===== src/rtl/spi_dac_pkg.sv =====
// Shared constants and types for the SPI DAC link receiver.
package spi_dac_pkg;

   localparam int DATA_W_DEF      = 12;
   localparam int LEAD_BITS_DEF   = 1;
   localparam int SYNC_STAGES_DEF = 2;

   // Receiver frame-tracking states.
   typedef enum logic [1:0] {
      ARM  = 2'd0,
      IDLE = 2'd1,
      LEAD = 2'd2,
      DATA = 2'd3
   } rx_state_t;

endpackage


===== src/rtl/spi_sync_edge.sv =====
// Multi-flop synchronizer for one asynchronous SPI line plus single-cycle
// rise/fall strobes derived from the synchronized value.
module spi_sync_edge #(
   parameter int   SYNC_STAGES = 2,
   parameter logic IDLE_VAL    = 1'b0
) (
   input  logic clk,
   input  logic reset,
   input  logic async_in,
   output logic sync_out,
   output logic rise,
   output logic fall
);

   logic [SYNC_STAGES-1:0] r_sync;
   logic                   r_prev;

   // Shift the pin through the synchronizer chain; the extra flop holds the
   // previous synced value for edge detection. Reset loads the line's idle level
   // so no spurious edge appears on release.
   always_ff @(posedge clk) begin
      if (!reset) begin
         r_sync <= {SYNC_STAGES{IDLE_VAL}};
         r_prev <= IDLE_VAL;
      end else begin
         r_sync[0] <= async_in;
         for (int i = 1; i < SYNC_STAGES; i++) begin
            r_sync[i] <= r_sync[i-1];
         end
         r_prev <= r_sync[SYNC_STAGES-1];
      end
   end

   assign sync_out = r_sync[SYNC_STAGES-1];
   assign rise     = r_sync[SYNC_STAGES-1] & ~r_prev;
   assign fall     = ~r_sync[SYNC_STAGES-1] & r_prev;

endmodule


===== src/rtl/spi_dac_rx.sv =====
// SPI receiver for the 12-bit DAC link. Oversamples CS/SCLK/MOSI on clk,
// rebuilds LSB-first words and hands them out on a valid/ready port, flagging
// malformed frames and dropped words.
module spi_dac_rx
   import spi_dac_pkg::*;
#(
   parameter int DATA_W      = DATA_W_DEF,
   parameter int LEAD_BITS   = LEAD_BITS_DEF,
   parameter int SYNC_STAGES = SYNC_STAGES_DEF
) (
   input  logic              clk,
   input  logic              reset,
   input  logic              SCLK,
   input  logic              CS,
   input  logic              MOSI,
   output logic [DATA_W-1:0] dout,
   output logic              dout_valid,
   input  logic              dout_ready,
   output logic              frame_err,
   output logic              overrun,
   output logic              busy
);

   localparam int BIT_CNT_W  = $clog2(DATA_W + 2);
   localparam int LEAD_CNT_W = ($clog2(LEAD_BITS + 1) < 1) ? 1 : $clog2(LEAD_BITS + 1);
   localparam int ARM_CNT_W  = ($clog2(SYNC_STAGES + 1) < 1) ? 1 : $clog2(SYNC_STAGES + 1);

   localparam logic [BIT_CNT_W-1:0]  BIT_FULL = BIT_CNT_W'(DATA_W);
   localparam logic [BIT_CNT_W-1:0]  BIT_SAT  = BIT_CNT_W'(DATA_W + 1);
   localparam logic [LEAD_CNT_W-1:0] LEAD_TOP = LEAD_CNT_W'(LEAD_BITS);
   localparam logic [ARM_CNT_W-1:0]  ARM_DONE = ARM_CNT_W'(SYNC_STAGES);

   // Synchronized inputs and edge strobes
   logic w_sclk_s, w_sclk_rise, w_sclk_fall;
   logic w_cs_s, w_cs_rise, w_cs_fall;
   logic w_mosi_s;
   logic w_unused_sclk;

   logic [SYNC_STAGES-1:0] r_mosi_sync;

   // Frame tracking
   rx_state_t              r_state;
   logic [ARM_CNT_W-1:0]   r_arm_cnt;
   logic [LEAD_CNT_W-1:0]  r_lead_cnt;
   logic [BIT_CNT_W-1:0]   r_bit_cnt;
   logic                   r_err;
   logic [DATA_W-1:0]      r_sr;

   // Output holding register
   logic [DATA_W-1:0]      r_dout;
   logic                   r_dout_valid;
   logic                   r_frame_err;
   logic                   r_overrun;

   logic [LEAD_CNT_W-1:0]  w_lead_inc;
   logic                   w_in_frame;
   logic                   w_good;
   logic                   w_bad;

   spi_sync_edge #(.SYNC_STAGES(SYNC_STAGES), .IDLE_VAL(1'b0)) u_sclk_sync (
      .clk      (clk),
      .reset    (reset),
      .async_in (SCLK),
      .sync_out (w_sclk_s),
      .rise     (w_sclk_rise),
      .fall     (w_sclk_fall)
   );

   spi_sync_edge #(.SYNC_STAGES(SYNC_STAGES), .IDLE_VAL(1'b1)) u_cs_sync (
      .clk      (clk),
      .reset    (reset),
      .async_in (CS),
      .sync_out (w_cs_s),
      .rise     (w_cs_rise),
      .fall     (w_cs_fall)
   );

   // Only SCLK falling edges carry data; level and rising edge are not needed.
   assign w_unused_sclk = w_sclk_s ^ w_sclk_rise;

   // MOSI needs the same latency as SCLK so the bit is aligned with its strobe.
   always_ff @(posedge clk) begin
      if (!reset) begin
         r_mosi_sync <= '0;
      end else begin
         r_mosi_sync[0] <= MOSI;
         for (int i = 1; i < SYNC_STAGES; i++) begin
            r_mosi_sync[i] <= r_mosi_sync[i-1];
         end
      end
   end

   assign w_mosi_s   = r_mosi_sync[SYNC_STAGES-1];
   assign w_lead_inc = r_lead_cnt + 1'b1;
   assign w_in_frame = (r_state == LEAD) || (r_state == DATA);

   // A frame closes on cs_rise; cs_rise wins over a coincident SCLK fall, so
   // the count checked is the one held before that edge.
   assign w_good = (r_state == DATA) && w_cs_rise && (r_bit_cnt == BIT_FULL) && !r_err;
   assign w_bad  = w_in_frame && w_cs_rise && !w_good;

   // Frame state machine. ARM first lets the synchronizers flush the reset
   // idle values, then waits for a genuine CS-high so a frame already running
   // at reset release is ignored rather than half-captured.
   always_ff @(posedge clk) begin
      if (!reset) begin
         r_state    <= ARM;
         r_arm_cnt  <= '0;
         r_lead_cnt <= '0;
         r_bit_cnt  <= '0;
         r_err      <= 1'b0;
         r_sr       <= '0;
      end else begin
         case (r_state)
            ARM: begin
               if (r_arm_cnt != ARM_DONE) begin
                  r_arm_cnt <= r_arm_cnt + 1'b1;
               end else if (w_cs_s) begin
                  r_state <= IDLE;
               end
            end
            IDLE: begin
               if (w_cs_fall) begin
                  r_lead_cnt <= '0;
                  r_bit_cnt  <= '0;
                  r_err      <= 1'b0;
                  r_state    <= (LEAD_BITS == 0) ? DATA : LEAD;
               end
            end
            LEAD: begin
               if (w_cs_rise) begin
                  r_state <= IDLE;
               end else if (w_sclk_fall) begin
                  r_lead_cnt <= w_lead_inc;
                  if (w_lead_inc == LEAD_TOP) begin
                     r_state <= DATA;
                  end
               end
            end
            DATA: begin
               if (w_cs_rise) begin
                  r_state <= IDLE;
               end else if (w_sclk_fall) begin
                  if (r_bit_cnt != BIT_SAT) begin
                     r_bit_cnt <= r_bit_cnt + 1'b1;
                  end
                  // Extra bits mark the frame bad but never disturb the word.
                  if (r_bit_cnt >= BIT_FULL) begin
                     r_err <= 1'b1;
                  end else begin
                     r_sr <= {w_mosi_s, r_sr[DATA_W-1:1]};
                  end
               end
            end
            default: r_state <= ARM;
         endcase
      end
   end

   // Holding register and status pulses. A new word replaces the old one only
   // if the old one is gone or being taken this cycle; otherwise it is dropped.
   always_ff @(posedge clk) begin
      if (!reset) begin
         r_dout       <= '0;
         r_dout_valid <= 1'b0;
         r_frame_err  <= 1'b0;
         r_overrun    <= 1'b0;
      end else begin
         r_frame_err <= w_bad;
         r_overrun   <= w_good && r_dout_valid && !dout_ready;
         if (w_good && (!r_dout_valid || dout_ready)) begin
            r_dout       <= r_sr;
            r_dout_valid <= 1'b1;
         end else if (dout_ready) begin
            r_dout_valid <= 1'b0;
         end
      end
   end

   assign dout       = r_dout;
   assign dout_valid = r_dout_valid;
   assign frame_err  = r_frame_err;
   assign overrun    = r_overrun;
   assign busy       = w_in_frame;

endmodule


===== config.mk =====
export PLATFORM = sky130hd
export DESIGN_NAME = spi_dac_rx
export DESIGN_NICKNAME = d
export VERILOG_FILES = /design/src/rtl/spi_dac_pkg.sv /design/src/rtl/spi_sync_edge.sv /design/src/rtl/spi_dac_rx.sv
export SDC_FILE = /design/constraint.sdc
export NUM_CORES = 1
export LEC_CHECK = 0
export ABC_AREA = 1
export CORE_UTILIZATION = 45
export DETAILED_ROUTE_END_ITERATION = 8
export PLACE_DENSITY = 0.66
export SLEW_MARGIN = 20
export SYNTH_ARGS = -nofsm -noshare
export SYNTH_HDL_FRONTEND = slang
export SYNTH_HIERARCHICAL = 1
export SYNTH_SLANG_ARGS = --single-unit

===== constraint.sdc =====
create_clock -name clk -period 1.8 [get_ports clk]
set_input_delay 0.54 -clock clk [delete_from_list [all_inputs] [get_ports clk]]
set_output_delay 0.54 -clock clk [all_outputs]
set_load 0.005 [all_outputs]

==> results of run 1 <==
## timing repair
item	in CTS	in global routing
pin swaps	1	1
setup endpoints to repair	1	1
setup buffers	2	0
gates resized for setup	10	0
## path summary, 6_finish.rpt
path | from | to | slack [ps] | depth (start not counted)
setup / recovery | r_state[1] | busy | 80 | 4
hold / removal | u_cs_sync/r_sync[0] | u_cs_sync/r_sync[1] | 410 | 2
setup reg to reg | r_state[1] | dout[7] | 210 | 8
hold reg to reg | u_cs_sync/r_sync[0] | u_cs_sync/r_sync[1] | 410 | 2
## cell type report
type	instances	area share, %
inverter	35	5.618
sequential	45	38.63
clock buffer	5	2.943
tap	50	2.675
clock inverter	3	1.070
timing repair buffer	36	13.80
multi-input combinational	162	35.26
## flip-flops by register name (all words and copies together) (netlist names)
signal,count
r_lead_cnt,1
u_cs_sync/r_prev,1
u_sclk_sync/r_prev,1
r_state,2
r_bit_cnt,4
overrun,1
dout_valid,1
r_err,1
u_sclk_sync/r_sync,2
r_arm_cnt,2
r_mosi_sync,2
u_cs_sync/r_sync,2
dout,12
r_sr,12
frame_err,1
## critical path: cells and delay by family (launching register included)
kind | cells | cell delay [ps]
flip-flops | 1 | 360
buffers and inverters | 2 | 230
adder cells (fa/ha/maj) | 1 | 200
AND/OR/NAND/NOR | 1 | 110
## where the power goes
part | total [mW] | internal, mW | switching [mW] | leakage, nW
Combinational | 0.488 | 0.211 | 0.277 | 0.594
Clock | 0.632 | 0.280 | 0.352 | 0.0447
Sequential | 1.08 | 1.05 | 0.0335 | 0.366
## cells in the final DEF (no fill, tap or decap)
| master | instances |
|---|---|
| ha_2 | 1 |
| clkdlybuf4s50_1 | 20 |
| nor2_2 | 1 |
| ha_1 | 6 |
| nor2_1 | 38 |
| nand2_1 | 41 |
| nand2_2 | 1 |
| o21bai_1 | 1 |
| buf_4 | 15 |
| o21ai_0 | 16 |
| inv_1 | 33 |
| clkinv_4 | 1 |
| inv_2 | 2 |
| nand3_1 | 21 |
| dfxtp_2 | 2 |
| nor3_1 | 2 |
| dfxtp_1 | 43 |
| nand4_1 | 2 |
| xor2_1 | 1 |
| inv_6 | 1 |
| o31ai_1 | 1 |
| nor2_4 | 1 |
| clkinvlp_4 | 1 |
| nor4_1 | 1 |
| clkdlybuf4s15_1 | 1 |
| ha_4 | 1 |
| o211ai_1 | 1 |
| clkbuf_8 | 5 |
| nand3_2 | 2 |
| xnor2_1 | 1 |
| a21oi_1 | 23 |
## metal layers
metal	GRT usage [%]	part of all wire (%)	vias up	routed length, µm
met5	0	0	-	0
met4	5.585	0.90	0	31
met3	4.110	2.9	5	100
met2	27.65	43	20	1465
met1	23.74	53	690	1837
li1	-	-	864	-
==> flow_metrics.py, run 1 <==
metrics = {
    "floorplan": {
        "dieArea_um2": 4468,
        "coreArea_um2": 4029,
        "die_w_um": 66.84,
        "ios": 22,
        "fp.dieH_um": 66.84,
        "start_util_pct": 46.96,
        "rows": 23,
    },
    "clock_network": {
        "clk_latency_ps": 300,
        "cts_inserted_buffers": 5,
        "root_buffer": "clkbuf_8",
        "cts_sinks": 45,
        "cts_htree_levels": 2,
        "cts_tree": "built",
        "cts_hold_buf": 0,
        "clk_path_buf_depth": 2,
        "clkTransAtPathRegs_ps": 90,
    },
    "final_layout": {
        "drive_above_1_share_pct": 11.89,
        "multi_input_area_um2": 824.5,
        "fillerInstances": 398,
        "final_area_um2": 2338,
        "fin_nets": 299,
        "final_cells": 336,
        "antenna_cells": 0,
        "syn_to_final_growth_pct": 23.61,
        "seq_area_um2": 903.4,
        "fin_util_pct": 58.04,
    },
    "sta": {
        "relSlewSlack_pct": 80.68,
        "fin_worst_skew_ps": 10.96,
        "hold_ws_ps": 409.6,
        "tns_ps": 0,
        "rsz0062_at_grt": "false",
        "finalCriticalPeriod_ps": 1723,
        "finalCritPeriodShare_pct": 95.70,
        "fmax_mhz": 580.5,
        "finalHoldViolCount": 0,
        "final_max_slew_viol_count": 0,
        "finalWorstSetupSlack_ps": 77.47,
        "final-setup-viol-count": 0,
        "worst_slew_pin_slew_ps": 289.2,
    },
    "place": {
        "place_congestion": 0.8625,
        "dpl-instance-area_um2": 2205,
        "port_buffers": 21,
        "dp_slack_ps": 41.27,
        "place_inst": 326,
        "dp_hpwl_um": 2540,
    },
    "synthesis": {
        "syn-num-nets": 266,
        "synth_cells": 252,
        "synthesis.area_um2": 1892,
        "synth_warnings": 6,
        "avgSynthCellArea_um2": 7.507,
    },
    "global_route": {
        "grt_pass1_vias": 1382,
        "overflow": 0,
        "track_usage_pct": 17.65,
        "grt_first_pass_wirelength_um": 5989,
        "antenna_found_initial": 0,
        "grt_max_degree": 17,
    },
    "routing": {
        "drt-pass1-iter-count": 4,
        "wl_um": 3434,
        "drt-vias-per-instance": 4.699,
        "vias": 1579,
        "drc": 0,
        "ant_nets": 0,
        "wire_per_inst_um": 10.22,
        "drt-initial-drc-count": 60,
    },
    "pwr": {
        "powerDensity_nw_per_um2": 942.5,
        "p_total_mw": 2.204,
        "peakVddDrop_v": 0.0004688,
        "leakagePower_nw": 1.005,
    },
    "worst_setup_path": {
        "cp_data_required_time_ps": 1260,
        "cp_max_fo": 4,
        "path_class": "register to primary output",
        "crit_chain": "ha_2, nor2_4, inv_1, clkdlybuf4s15_1",
        "worstPathArrival_ps": 1180,
        "cp_slowest_cell": "dfxtp_2",
        "cp-start-kind": "register",
        "slowest_delay_ps": 360,
        "worstSetupEndpointType": "primary output",
    },
    "worst_hold_path": {
        "hold_class": "register to register",
    },
    "run": {
        "max_cap_viol_count": 0,
    },
    "run_status": {
        "outcome": "completed",
    },
}
No activity file was read; power rests on OpenSTA's default activity.
==> run 2: changes to the inputs <==
--- a/config.mk
+++ b/config.mk
@@ -8,6 +8,8 @@
 export ABC_AREA = 1
 export CORE_UTILIZATION = 45
 export DETAILED_ROUTE_END_ITERATION = 8
+export GPL_ROUTABILITY_DRIVEN = 0
+export GPL_TIMING_DRIVEN = 0
 export PLACE_DENSITY = 0.66
 export SLEW_MARGIN = 20
 export SYNTH_ARGS = -nofsm -noshare
==> flow_metrics.py, run 2 (synthesized netlist as in run 1, its figures left out) <==
metrics = {
    "sta": {
        "hold_ws_ps": 407.2,
        "tns_ps": 0,
        "finalHoldViolCount": 0,
        "rsz0062_at_grt": "false",
        "finalWorstSetupSlack_ps": 117.1,
        "fin_worst_skew_ps": 8.393,
        "finalCritPeriodShare_pct": 93.50,
        "relSlewSlack_pct": 66.06,
        "final-setup-viol-count": 0,
        "finalCriticalPeriod_ps": 1683,
        "worst_slew_pin_slew_ps": 508.2,
        "final_max_slew_viol_count": 0,
        "fmax_mhz": 594.2,
    },
    "worst_hold_path": {
        "hold_class": "register to register",
        "hold_path_depth": 2,
        "min_to": "u_cs_sync/r_sync[1]",
        "hold_path_startpoint": "u_cs_sync/r_sync[0]",
    },
    "worst_setup_path": {
        "path_class": "register to primary output",
        "slowest_delay_ps": 370,
        "regToRegStartpoint": "u_cs_sync/r_sync[1]",
        "crit_chain": "inv_2, ha_4, nor2_4, inv_1, clkbuf_2",
        "cp_max_fo": 4,
        "crit_family": "flip-flops",
        "reg2reg_to": "r_sr[5]",
        "cp_data_required_time_ps": 1260,
        "r2r_cells": 7,
        "worstPathArrival_ps": 1140,
        "worstSetupEndpointType": "primary output",
        "cp_slowest_cell": "dfxtp_4",
        "cp-start-kind": "register",
        "cp.buffers_inverters": 3,
        "reg2reg_setup_slack_ps": 250,
    },
    "routing": {
        "wire_per_inst_um": 10.75,
        "wl_um": 3546,
        "ant_nets": 0,
        "drt-vias-per-instance": 4.839,
        "drc": 0,
        "drt-pass1-iter-count": 4,
        "drt-initial-drc-count": 73,
        "vias": 1597,
    },
    "place": {
        "dp_slack_ps": -422.8,
        "dp_hpwl_um": 2535,
        "port_buffers": 21,
    },
    "pwr": {
        "peakVddDrop_v": 0.0006011,
        "powerDensity_nw_per_um2": 940.8,
        "p_total_mw": 2.154,
        "leakagePower_nw": 0.9756,
    },
    "clock_network": {
        "cts_hold_buf": 0,
        "clk_latency_ps": 290,
        "cts_htree_levels": 2,
        "cts_tree": "built",
        "cts_inserted_buffers": 5,
        "root_buffer": "clkbuf_8",
        "cts_sinks": 45,
        "clk_path_buf_depth": 2,
        "clkTransAtPathRegs_ps": 80,
    },
    "final_layout": {
        "layout_commonest_cell": "dfxtp_1",
        "drive_above_1_share_pct": 9.643,
        "antenna_cells": 0,
        "fin_nets": 293,
        "fin_util_pct": 56.83,
        "final_cell_mix": "dfxtp_1 (43), nand2_1 (41), nor2_1 (38), inv_1 (33), a21oi_1 (23)",
        "syn_to_final_growth_pct": 21.03,
    },
    "run_status": {
        "outcome": "completed",
    },
    "floorplan": {
        "die_w_um": 66.84,
        "ios": 22,
        "start_util_pct": 46.96,
        "fp.dieH_um": 66.84,
        "rows": 23,
        "coreArea_um2": 4029,
        "dieArea_um2": 4468,
    },
    "global_route": {
        "antenna_found_initial": 0,
        "grt_first_pass_wirelength_um": 5892,
        "overflow": 0,
        "track_usage_pct": 17.73,
        "grt_max_degree": 17,
        "grt_pass1_vias": 1397,
    },
    "run": {
        "max_cap_viol_count": 0,
    },
}
[run 2: area by class of cell]
cell class / instances / area [µm²]
fill: 411 / 1739
timing repair buffer: 22 / 215.2
tap: 50 / 62.56
sequential: 45 / 908.4
inverter: 35 / 131.4
multi-input combinational: 162 / 834.6
clock inverter: 2 / 15.01
buffer: 8 / 50.05
clock buffer: 6 / 72.57
[run 2: how the worst max path moves through the flow]
stage,from,slack [ps],cells after the start,end
6_report,r_state[0],120,5,busy
5_1_grt,dout[4],70,1,dout[4]
4_1_cts,r_state[1],-10,5,busy
3_5_place_dp,reset,-420,5,r_sr[6]
3_3_place_gp,reset,-420,5,r_sr[6]
2_1_floorplan,r_state[0],430,4,busy
[run 2: timing repair]
action,in CTS,in global routing
endpoints found under the setup margin,29,2
buffers inserted,1,0
resized for setup,12,7
pin swaps,1,0
gates cloned,0,0
[run 2: metal layers]
metal | share of wire (%) | up-vias | wire length [µm] | track usage [%]
met5 | 0 | - | 0 | 0
met4 | 1.4 | 0 | 51 | 7.181
met3 | 3.0 | 5 | 108 | 3.596
met2 | 44 | 26 | 1556 | 28.91
met1 | 52 | 715 | 1829 | 22.59
li1 | - | 851 | - | -
[run 2: metrics by stage]
step / std cells / instance area (µm²)
finish: 330 / 2290
global route: 330 / 2290
CTS: 331 / 2278
detailed placement: 323 / 2165
global placement: 323 / 2165
floorplan: 252 / 1892
[run 2: report_power, final]
part           internal (mW)  leakage (nW)  switching, mW
registers               1.05         0.366         0.0415
logic                  0.181         0.572          0.267
clock network          0.274        0.0374          0.336
[run 2: worst reg2reg max path: cells and delay by family, from the launching register on]
family / cells / cell delay (ps)
DFF: 1 / 360
AOI/OAI and AO/OA: 1 / 140
buffers and inverters: 2 / 400
and+or+nand+nor: 4 / 600
==> run 3: changes to the inputs <==
--- a/config.mk
+++ b/config.mk
@@ -10,8 +10,8 @@
 export DETAILED_ROUTE_END_ITERATION = 8
 export GPL_ROUTABILITY_DRIVEN = 0
 export GPL_TIMING_DRIVEN = 0
-export PLACE_DENSITY = 0.66
-export SLEW_MARGIN = 20
+export PLACE_DENSITY = 0.69
+export REMOVE_ABC_BUFFERS = 1
 export SYNTH_ARGS = -nofsm -noshare
 export SYNTH_HDL_FRONTEND = slang
 export SYNTH_HIERARCHICAL = 1
==> constraint.sdc (replaced) <==
create_clock -name clk -period 1.5 [get_ports clk]
set_input_delay 0.45 -clock clk [delete_from_list [all_inputs] [get_ports clk]]
set_output_delay 0.45 -clock clk [all_outputs]
set_load 0.005 [all_outputs]
==> flow_metrics.py, run 3 (synthesized netlist as in run 1, its figures left out) <==
metrics = {
    "worst_hold_path": {
        "hold_class": "register to register",
        "hold_path_depth": 2,
    },
    "final_layout": {
        "layout_commonest_cell": "nand2_1",
        "drive_above_1_share_pct": 15.16,
        "final_cell_mix": "nand2_1 (39), nor2_1 (36), dfxtp_1 (35), inv_1 (30), a21oi_1 (23)",
        "seq_area_um2": 915.9,
        "fin_util_pct": 57.39,
        "multi_input_area_um2": 872.1,
        "final_area_um2": 2312,
        "fillerInstances": 373,
        "fin_nets": 290,
        "syn_to_final_growth_pct": 22.22,
        "antenna_cells": 0,
    },
    "floorplan": {
        "rows": 23,
        "start_util_pct": 46.96,
        "dieArea_um2": 4468,
        "ios": 22,
        "fp.dieH_um": 66.84,
        "die_w_um": 66.84,
        "coreArea_um2": 4029,
    },
    "worst_setup_path": {
        "worstSetupEndpointType": "primary output",
        "worstPathArrival_ps": 1140,
        "r2r_cells": 8,
        "crit_chain": "inv_4, ha_4, nor2_4, inv_2, buf_6",
        "slowest_delay_ps": 400,
        "path_class": "register to primary output",
        "cp-start-kind": "register",
        "cp_slowest_cell": "dfxtp_4",
        "cp_data_required_time_ps": 1050,
        "cp_max_fo": 4,
    },
    "routing": {
        "drc": 0,
        "drt-pass1-iter-count": 4,
        "wire_per_inst_um": 11.19,
        "vias": 1602,
        "wl_um": 3658,
        "ant_nets": 0,
        "drt-vias-per-instance": 4.899,
        "drt-initial-drc-count": 88,
    },
    "global_route": {
        "overflow": 0,
        "antenna_found_initial": 0,
        "track_usage_pct": 18.04,
        "grt_first_pass_wirelength_um": 5934,
        "grt_max_degree": 27,
        "grt_pass1_vias": 1373,
    },
    "clock_network": {
        "cts_hold_buf": 0,
        "root_buffer": "clkbuf_8",
        "clk_latency_ps": 300,
        "cts_tree": "built",
        "clk_path_buf_depth": 2,
        "cts_htree_levels": 2,
        "cts_inserted_buffers": 5,
        "cts_sinks": 45,
        "clkTransAtPathRegs_ps": 80,
    },
    "place": {
        "port_buffers": 21,
        "dpl-instance-area_um2": 2107,
        "dp_hpwl_um": 2261,
    },
    "sta": {
        "relSlewSlack_pct": 68.74,
        "finalWorstSetupSlack_ps": -90.51,
        "finalCritPeriodShare_pct": 106.0,
        "rsz0062_at_grt": "true",
        "finalCriticalPeriod_ps": 1591,
        "final-setup-viol-count": 1,
        "finalHoldViolCount": 0,
        "final_max_slew_viol_count": 0,
        "fmax_mhz": 628.7,
        "worst_slew_pin_slew_ps": 468.9,
        "fin_worst_skew_ps": 7.644,
    },
    "pwr": {
        "leakagePower_nw": 1.031,
        "powerDensity_nw_per_um2": 1145,
        "peakVddDrop_v": 0.0007261,
    },
    "run_status": {
        "violations": "negative setup slack",
        "outcome": "finished with violations",
    },
    "run": {
        "max_cap_viol_count": 0,
    },
}
-- run 3: per-layer routing --
metal / share of wire, % / track usage (%) / vias up
li1: - / - / 842
met1: 50 / 22.52 / 728
met2: 45 / 28.91 / 25
met3: 3.3 / 4.623 / 7
met4: 1.6 / 7.979 / 0
met5: 0 / 0 / -
-- run 3: critical path, delay by kind of cell, from the launching register on --
kind                       cells  cell delay [ps]
and+or+nand+nor                1               90
adders and majority gates      1              160
buffers and inverters          3              200
DFF                            1              400
-- run 3: stage by stage --
stage               setup TNS [ps]  setup slack, ps  power [mW]  cells  hold WS (ps)
CTS                         -120.6           -120.6       2.618    325         414.8
detailed placement          -24510            -1011       1.820    313         394.4
global route                -365.6           -150.5       2.798    327         440.4
global placement            -24380           -993.1       1.807    313         383.1
finish                      -90.51           -90.51       2.647    327         410.2
floorplan                        0            31.03       1.693    242         379.5
-- run 3: final timing paths --
check                                    startpoint             endpoint  slack [ps]
worst max-delay path                     r_state[0]                 busy         -90
worst min-delay path            u_cs_sync/r_sync[0]  u_cs_sync/r_sync[1]         410
worst max register to register           r_state[1]           r_state[1]          40
worst min register to register  u_cs_sync/r_sync[0]  u_cs_sync/r_sync[1]         410
-- run 3: cell type report --
cell class / instances / share of cell area, %
Clock buffer: 7 / 3.301
Sequential cell: 45 / 39.61
Timing Repair Buffer: 26 / 9.740
Timing Repair inverter: 1 / 0.3247
Multi-Input combinational cell: 162 / 37.72
Inverter: 35 / 6.277
Clock inverter: 1 / 0.3247
Tap cell: 50 / 2.706
-- run 3: timing repair --
item	in CTS	in global routing
endpoints found under the setup margin	50	31
gates resized for setup	50	11
pin swaps	2	3
gates cloned	1	0
setup buffers	3	2
-- run 3: report_power, final --
part / switching [mW] / internal (mW)
combinational: 0.346 / 0.252
sequential: 0.0564 / 1.26
clock: 0.400 / 0.330
